`src/rtl/maxnet_host_if.sv`:
```
// Host-side sequencer for the Maxnet WTA datapath: collects epsilon + four
// activations, pulses start, waits (with timeout) for finish, returns result.
module maxnet_host_if #(
  parameter int WIDTH   = 32,
  parameter int TIMEOUT = 255
) (
  input  logic             clk,
  input  logic             rst,
  input  logic [WIDTH-1:0] in_data,
  input  logic             in_valid,
  output logic             in_ready,
  output logic [WIDTH-1:0] epsilon,
  output logic [WIDTH-1:0] a1_init,
  output logic [WIDTH-1:0] a2_init,
  output logic [WIDTH-1:0] a3_init,
  output logic [WIDTH-1:0] a4_init,
  output logic             net_start,
  input  logic             net_finish,
  input  logic [WIDTH-1:0] net_out,
  output logic [WIDTH-1:0] res_data,
  output logic             res_valid,
  input  logic             res_ready,
  output logic             res_timeout,
  output logic             busy
);

  typedef enum logic [1:0] {S_LOAD, S_START, S_WAIT, S_RESULT} state_t;

  localparam logic [7:0] TO_LIM = 8'(TIMEOUT);

  state_t                  state_q, state_d;
  logic [2:0]              idx_q, idx_d;
  logic [7:0]              cnt_q, cnt_d;
  logic [WIDTH-1:0]        eps_q, eps_d;
  logic [3:0][WIDTH-1:0]   act_q, act_d;
  logic [WIDTH-1:0]        res_data_q, res_data_d;
  logic                    res_to_q, res_to_d;
  logic [1:0]              slot;

  always_comb begin
    state_d    = state_q;
    idx_d      = idx_q;
    cnt_d      = cnt_q;
    eps_d      = eps_q;
    act_d      = act_q;
    res_data_d = res_data_q;
    res_to_d   = res_to_q;
    // word index 1..4 maps onto activation slots 0..3
    slot       = idx_q[1:0] - 2'd1;
    case (state_q)
      S_LOAD: if (in_valid) begin
        if (idx_q == 3'd0) eps_d = in_data;
        else               act_d[slot] = in_data;
        if (idx_q == 3'd4) begin
          idx_d   = 3'd0;
          state_d = S_START;
        end else begin
          idx_d = idx_q + 3'd1;
        end
      end
      S_START: begin
        cnt_d   = 8'd0;
        state_d = S_WAIT;
      end
      S_WAIT: begin
        // finish takes priority over an expiring timeout in the same cycle
        if (net_finish) begin
          res_data_d = net_out;
          res_to_d   = 1'b0;
          state_d    = S_RESULT;
        end else begin
          cnt_d = cnt_q + 8'd1;
          if (cnt_d == TO_LIM) begin
            res_data_d = '0;
            res_to_d   = 1'b1;
            state_d    = S_RESULT;
          end
        end
      end
      S_RESULT: if (res_ready) state_d = S_LOAD;
      default:  state_d = S_LOAD;
    endcase
  end

  always_ff @(posedge clk or negedge rst) begin
    if (!rst) begin
      state_q    <= S_LOAD;
      idx_q      <= 3'd0;
      cnt_q      <= 8'd0;
      eps_q      <= '0;
      act_q      <= '0;
      res_data_q <= '0;
      res_to_q   <= 1'b0;
    end else begin
      state_q    <= state_d;
      idx_q      <= idx_d;
      cnt_q      <= cnt_d;
      eps_q      <= eps_d;
      act_q      <= act_d;
      res_data_q <= res_data_d;
      res_to_q   <= res_to_d;
    end
  end

  assign in_ready    = (state_q == S_LOAD);
  assign net_start   = (state_q == S_START);
  assign res_valid   = (state_q == S_RESULT);
  assign busy        = (state_q == S_START) || (state_q == S_WAIT);
  assign epsilon     = eps_q;
  assign a1_init     = act_q[0];
  assign a2_init     = act_q[1];
  assign a3_init     = act_q[2];
  assign a4_init     = act_q[3];
  assign res_data    = res_data_q;
  assign res_timeout = res_to_q;

endmodule

```
`config.mk`:
```
export PLATFORM = sky130hd
export DESIGN_NAME = maxnet_host_if
export DESIGN_NICKNAME = d
export VERILOG_FILES = /design/src/rtl/maxnet_host_if.sv
export SDC_FILE = /design/constraint.sdc
export NUM_CORES = 1
export LEC_CHECK = 0
export ABC_AREA = 0
export CORE_MARGIN = 4
export CORE_UTILIZATION = 38
export CTS_CLUSTER_DIAMETER = 60
export DETAILED_ROUTE_END_ITERATION = 12
export HOLD_SLACK_MARGIN = 0.06
export PLACE_DENSITY = 0.76
export SETUP_SLACK_MARGIN = 0.2
export SYNTH_ARGS = -nofsm -noshare
export SYNTH_HDL_FRONTEND = slang
export SYNTH_SLANG_ARGS = --single-unit
```
`constraint.sdc`:
```
create_clock -name clk -period 4.2 [get_ports clk]
set_input_delay 0.84 -clock clk [delete_from_list [all_inputs] [get_ports clk]]
set_output_delay 0.84 -clock clk [all_outputs]
set_load 0.02 [all_outputs]
```
==> reports/qor.csv, run 1 <==
stage,metric,value,unit
synthesis,synth_nets,592,
global_route,grt_pass1_wl,31.7,mm
clocking,clk_latency,0.51,ns
floorplan,rows,52,
finish,antenna_cells,0,
synthesis,synth_edf_count,0,
place,dp_slack,0.959,ns
clocking,cts_sinks,206,
synthesis,async_reset_ff_frac,1.00,
power_and_ir_drop,p_leak,5.16,nW
place,io_buffer_count,265,
finish,fill_cells,1689,
sta,max-slew-margin-rel,0.279,
synthesis,ys_seq_area_frac,0.645,
routing,antenna_left,0,
sta,setup_viol,0,
clocking,cts_hold_buf,0,
worst_setup_path,cp_slowest_cell,clkdlybuf4s50_1,
routing,wl,20.1,mm
routing,vias_per_cell,4.93,
clocking,ctsResizeCount,0,
power_and_ir_drop,ir_worst_vdd,0.470,mV
routing,dr_total_vias,5269,
finish,final_net_count,863,
sta,tightest_slew,1.08,ns
place,hpwl,13.7,mm
finish,drive_above_1_share,0.264,
power_and_ir_drop,powerDensity,854,mW/mm²
clocking,cts_buffers,24,
clocking,clock-root-buffer,clkbuf_16,
clocking,clock_path_buffers,3,
job,drv_cap,0,
routing,drt_first_iter_violations,155,
clocking,htree_levels,1,
routing,drt_pre_antenna_iters,4,
worst_setup_path,crit_type,reg -> out,
synthesis,ys_seq_elements,206,
clocking,cts_setup_buffers,0,
global_route,grt_usage,0.167,
sta,fin_ws,1.31,ns
synthesis,netlist_instances,512,
worst_setup_path,crit_fanout,7,
global_route,antenna_found_initial,0,
synthesis,syn-cell-area,0.00799,mm²
worst_setup_path,end_kind,primary output,
floorplan,die_area,0.0234,mm²
worst_setup_path,start_kind,register,
worst_setup_path,crit_family,buffers and inverters,
sta,fin_crit,2.89,ns
synthesis,yosys_warnings,0,
floorplan,die_h,153,µm
global_route,gr-total-overflow,0,
synthesis,synthFlopType,dfrtp_1,
global_route,grt_max_degree,90,
worst_setup_path,crit_buf_inv,2,
clocking,clkTransAtPathRegs,0.06,ns
floorplan,die_w,153,µm
sta,rsz0062_at_grt,false,
worst_setup_path,worstPathCellList,"inv_1, ha_1, clkdlybuf4s50_1",
sta,slew_viol_final,0,
clocking,cts_tree,done,
floorplan,pin_count,266,
finish,syn_to_final_growth,45.7,%
floorplan,coreArea,0.0204,mm²
worst_setup_path,crit_required,3.36,ns
sta,hold_viol,0,
sta,tns,0,ns
worst_setup_path,arrival,2.05,ns
sta,fin_worst_skew,0.0162,ns
sta,period_share,0.687,
place,gp_congestion,0.786,
sta,fmax,0.347,GHz
worst_setup_path,slowest_delay,0.69,ns
run_status,outcome,finished clean,
global_route,first_global_vias,5525,
hold_path,hp-class,in -> async,
synthesis,ys_types,30,
floorplan,initial_core_util,0.391,
synthesis,avgSynthCellArea,15.6,µm²
routing,drc,0,
routing,wire_per_inst,18.9,µm
## where the power goes
part	switching, mW	leakage (nW)	total [mW]	internal [mW]
Sequential	0.487	2.57	3.40	2.92
Combinational	2.23	2.24	4.64	2.42
Clock	0.808	0.353	1.90	1.09
## placed cells by master (no fill, tap or decap), types with 3 or more instances in the layout
cell type and n:
xnor2_1 6, o21ai_0 9, nand2b_1 6, nand3_1 5, nand4_1 3, clkbuf_16 24, a21oi_1 4, clkbuf_1 6
mux2_2 162, clkbuf_8 3, ha_1 11, dfrtp_1 206, nor2_1 6, clkinv_2 5, buf_4 3, nand2_2 3
nor2b_1 3, clkdlybuf4s50_1 264, nand2_1 9, inv_1 5, a22o_1 33
## cells in the mapped netlist (2+ instances only)
library cell | n | share of area
nand2_1 | 12 | 0.0056
xnor2_1 | 6 | 0.0066
a21o_1 | 2 | 0.0019
nand3_1 | 6 | 0.0038
a21oi_1 | 4 | 0.0025
ha_1 | 11 | 0.017
buf_6 | 3 | 0.0042
mux2_2 | 162 | 0.23
inv_1 | 5 | 0.0023
xor2_1 | 2 | 0.0022
buf_2 | 14 | 0.0088
dfrtp_1 | 206 | 0.65
o21ai_0 | 9 | 0.0056
nand2b_1 | 6 | 0.0047
nand4_1 | 3 | 0.0023
clkbuf_1 | 7 | 0.0033
nor2_1 | 6 | 0.0028
nor3b_1 | 2 | 0.0019
nor2b_1 | 3 | 0.0023
a22o_1 | 33 | 0.036
## final cells by class
| class | count | area (µm²) | area share |
|---|---|---|---|
| inverters | 5 | 18.8 | 0.00161 |
| well taps | 270 | 338 | 0.0290 |
| clock inverters | 9 | 66.3 | 0.00570 |
| flip-flops and latches | 206 | 5150 | 0.443 |
| repair buffers | 270 | 2720 | 0.234 |
| multi-input cells | 276 | 2690 | 0.231 |
| clock buffers | 32 | 651 | 0.0559 |
## through the flow
step	util	total power, mW	hold WS, ns	area (µm²)	instances
floorplan	-	5.75	0.515	7990	512
global placement	0.535	8.04	0.480	10900	1027
detailed placement	0.535	8.12	0.482	10900	1027
CTS	0.570	10.1	0.396	11600	1068
global route	0.570	10.5	0.413	11600	1068
finish	0.570	9.94	0.377	11600	1068
## routing by layer
layer  GRT usage  share of wire  vias up
met4      0.0484          0.023        0
li1            -              -     2384
met1       0.203           0.41     2657
met2       0.286           0.49      197
met3      0.0537          0.080       31
met5           0              0        -
## sequential cells by signal (all words and copies together) (netlist names)
signal and count:
res_data 32, res_timeout 1, idx_q 3, a1_init 32
cnt_q 8, epsilon 32, a2_init 32, state_q 2
a3_init 32, a4_init 32
## final timing paths
kind,depth (start not counted),slack (ns),endpoint,startpoint
setup / recovery,3,1.31,in_ready,state_q[0]$_DFFE_PN0P_
setup reg to reg,5,1.55,a4_init[8]$_DFFE_PN0P_,state_q[0]$_DFFE_PN0P_
min in group clk,1,0.50,res_data[3]$_DFFE_PN0P_,res_data[3]$_DFFE_PN0P_
hold / removal,1,0.38,epsilon[27]$_DFFE_PN0P_,rst
hold reg to reg,1,0.50,res_data[3]$_DFFE_PN0P_,res_data[3]$_DFFE_PN0P_
max in group asynchronous,2,2.83,a1_init[18]$_DFFE_PN0P_,rst
## cell families (layout without fill, tap and decap cells)
kind of cell	count (synthesis)	in the layout	share of synthesized area
flip-flops	206	206	0.645
AND/OR/NAND/NOR	42	42	0.0274
AO/OA/AOI/OAI	52	52	0.0525
multiplexers	163	163	0.230
adder cells (fa/ha/maj)	11	11	0.0172
buffers and inverters	30	316	0.0191
XOR/XNOR	8	8	0.00877
Power figures use the tool's default switching activity.
==> run 2: changes to the inputs <==
==> constraint.sdc (replaced) <==
create_clock -name clk -period 2.9 [get_ports clk]
set_input_delay 0.58 -clock clk [delete_from_list [all_inputs] [get_ports clk]]
set_output_delay 0.58 -clock clk [all_outputs]
set_load 0.02 [all_outputs]
==> reports/qor.csv, run 2 (same netlist as run 1, synthesis figures left out) <==
stage,metric,value,unit,change
clocking,cts_buffers,23,,was 24
global_route,grt_max_degree,68,,was 90
worst_setup_path,timing.rr.start,state_q[0]$_DFFE_PN0P_,,unchanged
finish,drive_above_1_share,0.272,,was 0.264
floorplan,pin_count,266,,unchanged
finish,layout_common_cells,"clkdlybuf4s50_1, dfrtp_1, mux2_2, a22o_1, clkbuf_16",,unchanged
global_route,antenna_found_initial,1,,was 0
hold_path,hp-class,in -> async,,unchanged
worst_setup_path,arrival,2.01,ns,was 2.05 ns
worst_setup_path,crit_buf_inv,2,,unchanged
clocking,ctsResizeCount,0,,unchanged
power_and_ir_drop,powerDensity,1240,mW/mm²,was 854 mW/mm²
worst_setup_path,crit_required,2.32,ns,was 3.36 ns
global_route,grt_usage,0.172,,was 0.167
place,hpwl,14.5,mm,was 13.7 mm
clocking,clock_path_buffers,3,,unchanged
clocking,clkTransAtPathRegs,0.06,ns,about the same
sta,tightest_slew,0.571,ns,was 1.08 ns
sta,slew_viol_final,0,,unchanged
global_route,first_global_vias,5626,,was 5525
routing,drt_first_iter_violations,157,,was 155
routing,dr_total_vias,5308,,was 5269
worst_setup_path,cp_slowest_cell,clkdlybuf4s50_1,,unchanged
sta,fmax,0.387,GHz,
worst_setup_path,crit_fanout,9,,was 7
power_and_ir_drop,power_frac_comb,0.465,,was 0.467
worst_setup_path,worstPathCellList,"inv_1, ha_1, clkdlybuf4s50_1",,unchanged
routing,vias_per_cell,4.94,,was 4.93
global_route,gr-total-overflow,0,,unchanged
global_route,grt_pass1_wl,32.5,mm,was 31.7 mm
power_and_ir_drop,seqPwrFrac,0.339,,was 0.342
floorplan,rows,52,,unchanged
clocking,clock-root-buffer,clkbuf_16,,unchanged
job,drv_cap,0,,unchanged
sta,period_share,0.892,,
worst_setup_path,end_kind,primary output,,unchanged
clocking,cts_tree,done,,unchanged
clocking,cts_hold_buf,0,,unchanged
sta,rsz0062_at_grt,false,,unchanged
power_and_ir_drop,p_clk_frac,0.196,,was 0.191
finish,fin_cells,1075,,was 1068
routing,drc,0,,unchanged
sta,hold_viol,0,,unchanged
power_and_ir_drop,p_leak,5.25,nW,was 5.16 nW
power_and_ir_drop,ir_worst_vdd,0.624,mV,was 0.470 mV
finish,final_net_count,870,,was 863
run_status,outcome,finished clean,,unchanged
routing,drt_pre_antenna_iters,6,,was 4
finish,syn_to_final_growth,47.8,%,was 45.7%
power_and_ir_drop,swShare,0.349,,was 0.354
worst_setup_path,slowest_delay,0.67,ns,was 0.69 ns
place,dpl.cell_count,1035,,was 1027
floorplan,initial_core_util,0.391,,unchanged
sta,fin_ws,0.314,ns,was 1.31 ns
routing,antenna_left,0,,unchanged
power_and_ir_drop,switching_power,5.10,mW,was 3.52 mW
clocking,clk_latency,0.51,ns,about the same
routing,wl,20.6,mm,was 20.1 mm
floorplan,coreArea,0.0204,mm²,unchanged
floorplan,die_h,153,µm,unchanged
worst_setup_path,crit_type,reg -> out,,unchanged
floorplan,die_w,153,µm,unchanged
floorplan,die_area,0.0234,mm²,unchanged
clocking,cts_setup_buffers,0,,unchanged
worst_setup_path,crit_family,buffers and inverters,,unchanged
worst_setup_path,worstReg2RegEnd,a1_init[27]$_DFFE_PN0P_,,was a4_init[8]$_DFFE_PN0P_
finish,fill_cells,1662,,was 1689
finish,antenna_cells,0,,unchanged
sta,setup_viol,0,,unchanged
sta,max-slew-margin-rel,0.620,,was 0.279
sta,tns,0,ns,unchanged
clocking,htree_levels,1,,unchanged
place,dp_slack,0.442,ns,was 0.959 ns
worst_setup_path,start_kind,register,,unchanged
power_and_ir_drop,p_int,9.50,mW,was 6.42 mW
place,gp_congestion,0.789,,was 0.786
clocking,cts_sinks,206,,unchanged
finish,final_common_cell,clkdlybuf4s50_1,,unchanged
sta,fin_crit,2.59,ns,
routing,wire_per_inst,19.2,µm,was 18.9 µm
place,io_buffer_count,265,,unchanged
worst_setup_path,r2r_setup_slack,0.74,ns,was 1.55 ns
worst_setup_path,rr_worst_depth,7,,was 5
sta,fin_worst_skew,0.0131,ns,was 0.0162 ns
==> run 2: cell count changes in the layout (fill, tap and decap cells not counted), sizes merged <==
| cell | previous run | this run |
|---|---|---|
| clkinv | 6 | 2 |
| dlymetal6s2s | 0 | 1 |
| buf | 5 | 13 |
| clkdlybuf4s50 | 264 | 263 |
| bufinv | 0 | 1 |
| clkbuf | 33 | 36 |
| inv | 7 | 6 |
==> run 2: per-stage QoR <==
step | total power [mW] | hold WS (ns) | util | area, µm²
finish | 14.6 | 0.0783 | 0.578 | 11800
floorplan | 8.33 | 0.284 | - | 7990
global route | 15.4 | 0.111 | 0.578 | 11800
global placement | 11.7 | 0.482 | 0.541 | 11000
detailed placement | 11.9 | 0.481 | 0.541 | 11000
CTS | 14.8 | 0.0849 | 0.578 | 11800
==> run 2: layer usage <==
| layer | routed length (µm) | track usage | vias to the layer above |
|---|---|---|---|
| met3 | 1700 | 0.0611 | 29 |
| met1 | 8270 | 0.210 | 2692 |
| met5 | 9 | 0 | - |
| met4 | 485 | 0.0458 | 2 |
| li1 | - | - | 2394 |
| met2 | 10200 | 0.293 | 191 |
==> run 2: worst register-to-register path, cell delays in order, from the launching register on <==
cell and delay (ns):
dfrtp_1 0.40, inv_1 0.11, ha_1 0.34, nand2_1 0.18, nor2_1 0.32, nand2_2 0.18
buf_12 0.23, mux2_2 0.30
==> run 2: area by class of cell <==
class / count / area [µm²] / share of cell area
Sequential cell: 206 / 5150 / 0.437
Multi-Input combinational cell: 276 / 2690 / 0.228
Inverter: 5 / 18.8 / 0.00159
Timing Repair Buffer: 278 / 2840 / 0.241
Clock inverter: 5 / 67.6 / 0.00572
Tap cell: 270 / 338 / 0.0286
Clock buffer: 35 / 691 / 0.0585
==> run 2: worst max path at each step <==
stage,end,slack (ns),startpoint,cells past startpoint
floorplan,a1_init[0]$_DFFE_PN0P_,1.04,state_q[0]$_DFFE_PN0P_,7
global placement,a1_init[9]$_DFFE_PN0P_,0.51,in_valid,6
detailed placement,a1_init[27]$_DFFE_PN0P_,0.44,in_valid,6
CTS,in_ready,0.21,state_q[0]$_DFFE_PN0P_,3
global route,net_start,0.21,state_q[1]$_DFFE_PN0P_,3
finish,net_start,0.31,state_q[1]$_DFFE_PN0P_,3
==> run 2: power by group through the flow <==
stage / registers (mW) / clock network (mW) / logic (mW)
after floorplan: 6.51 / 0 / 1.82
after global placement: 4.94 / 0 / 6.79
after detailed placement: 5.00 / 0 / 6.86
after CTS: 4.97 / 2.94 / 6.89
after global routing: 5.13 / 3.06 / 7.16
final: 4.96 / 2.86 / 6.79
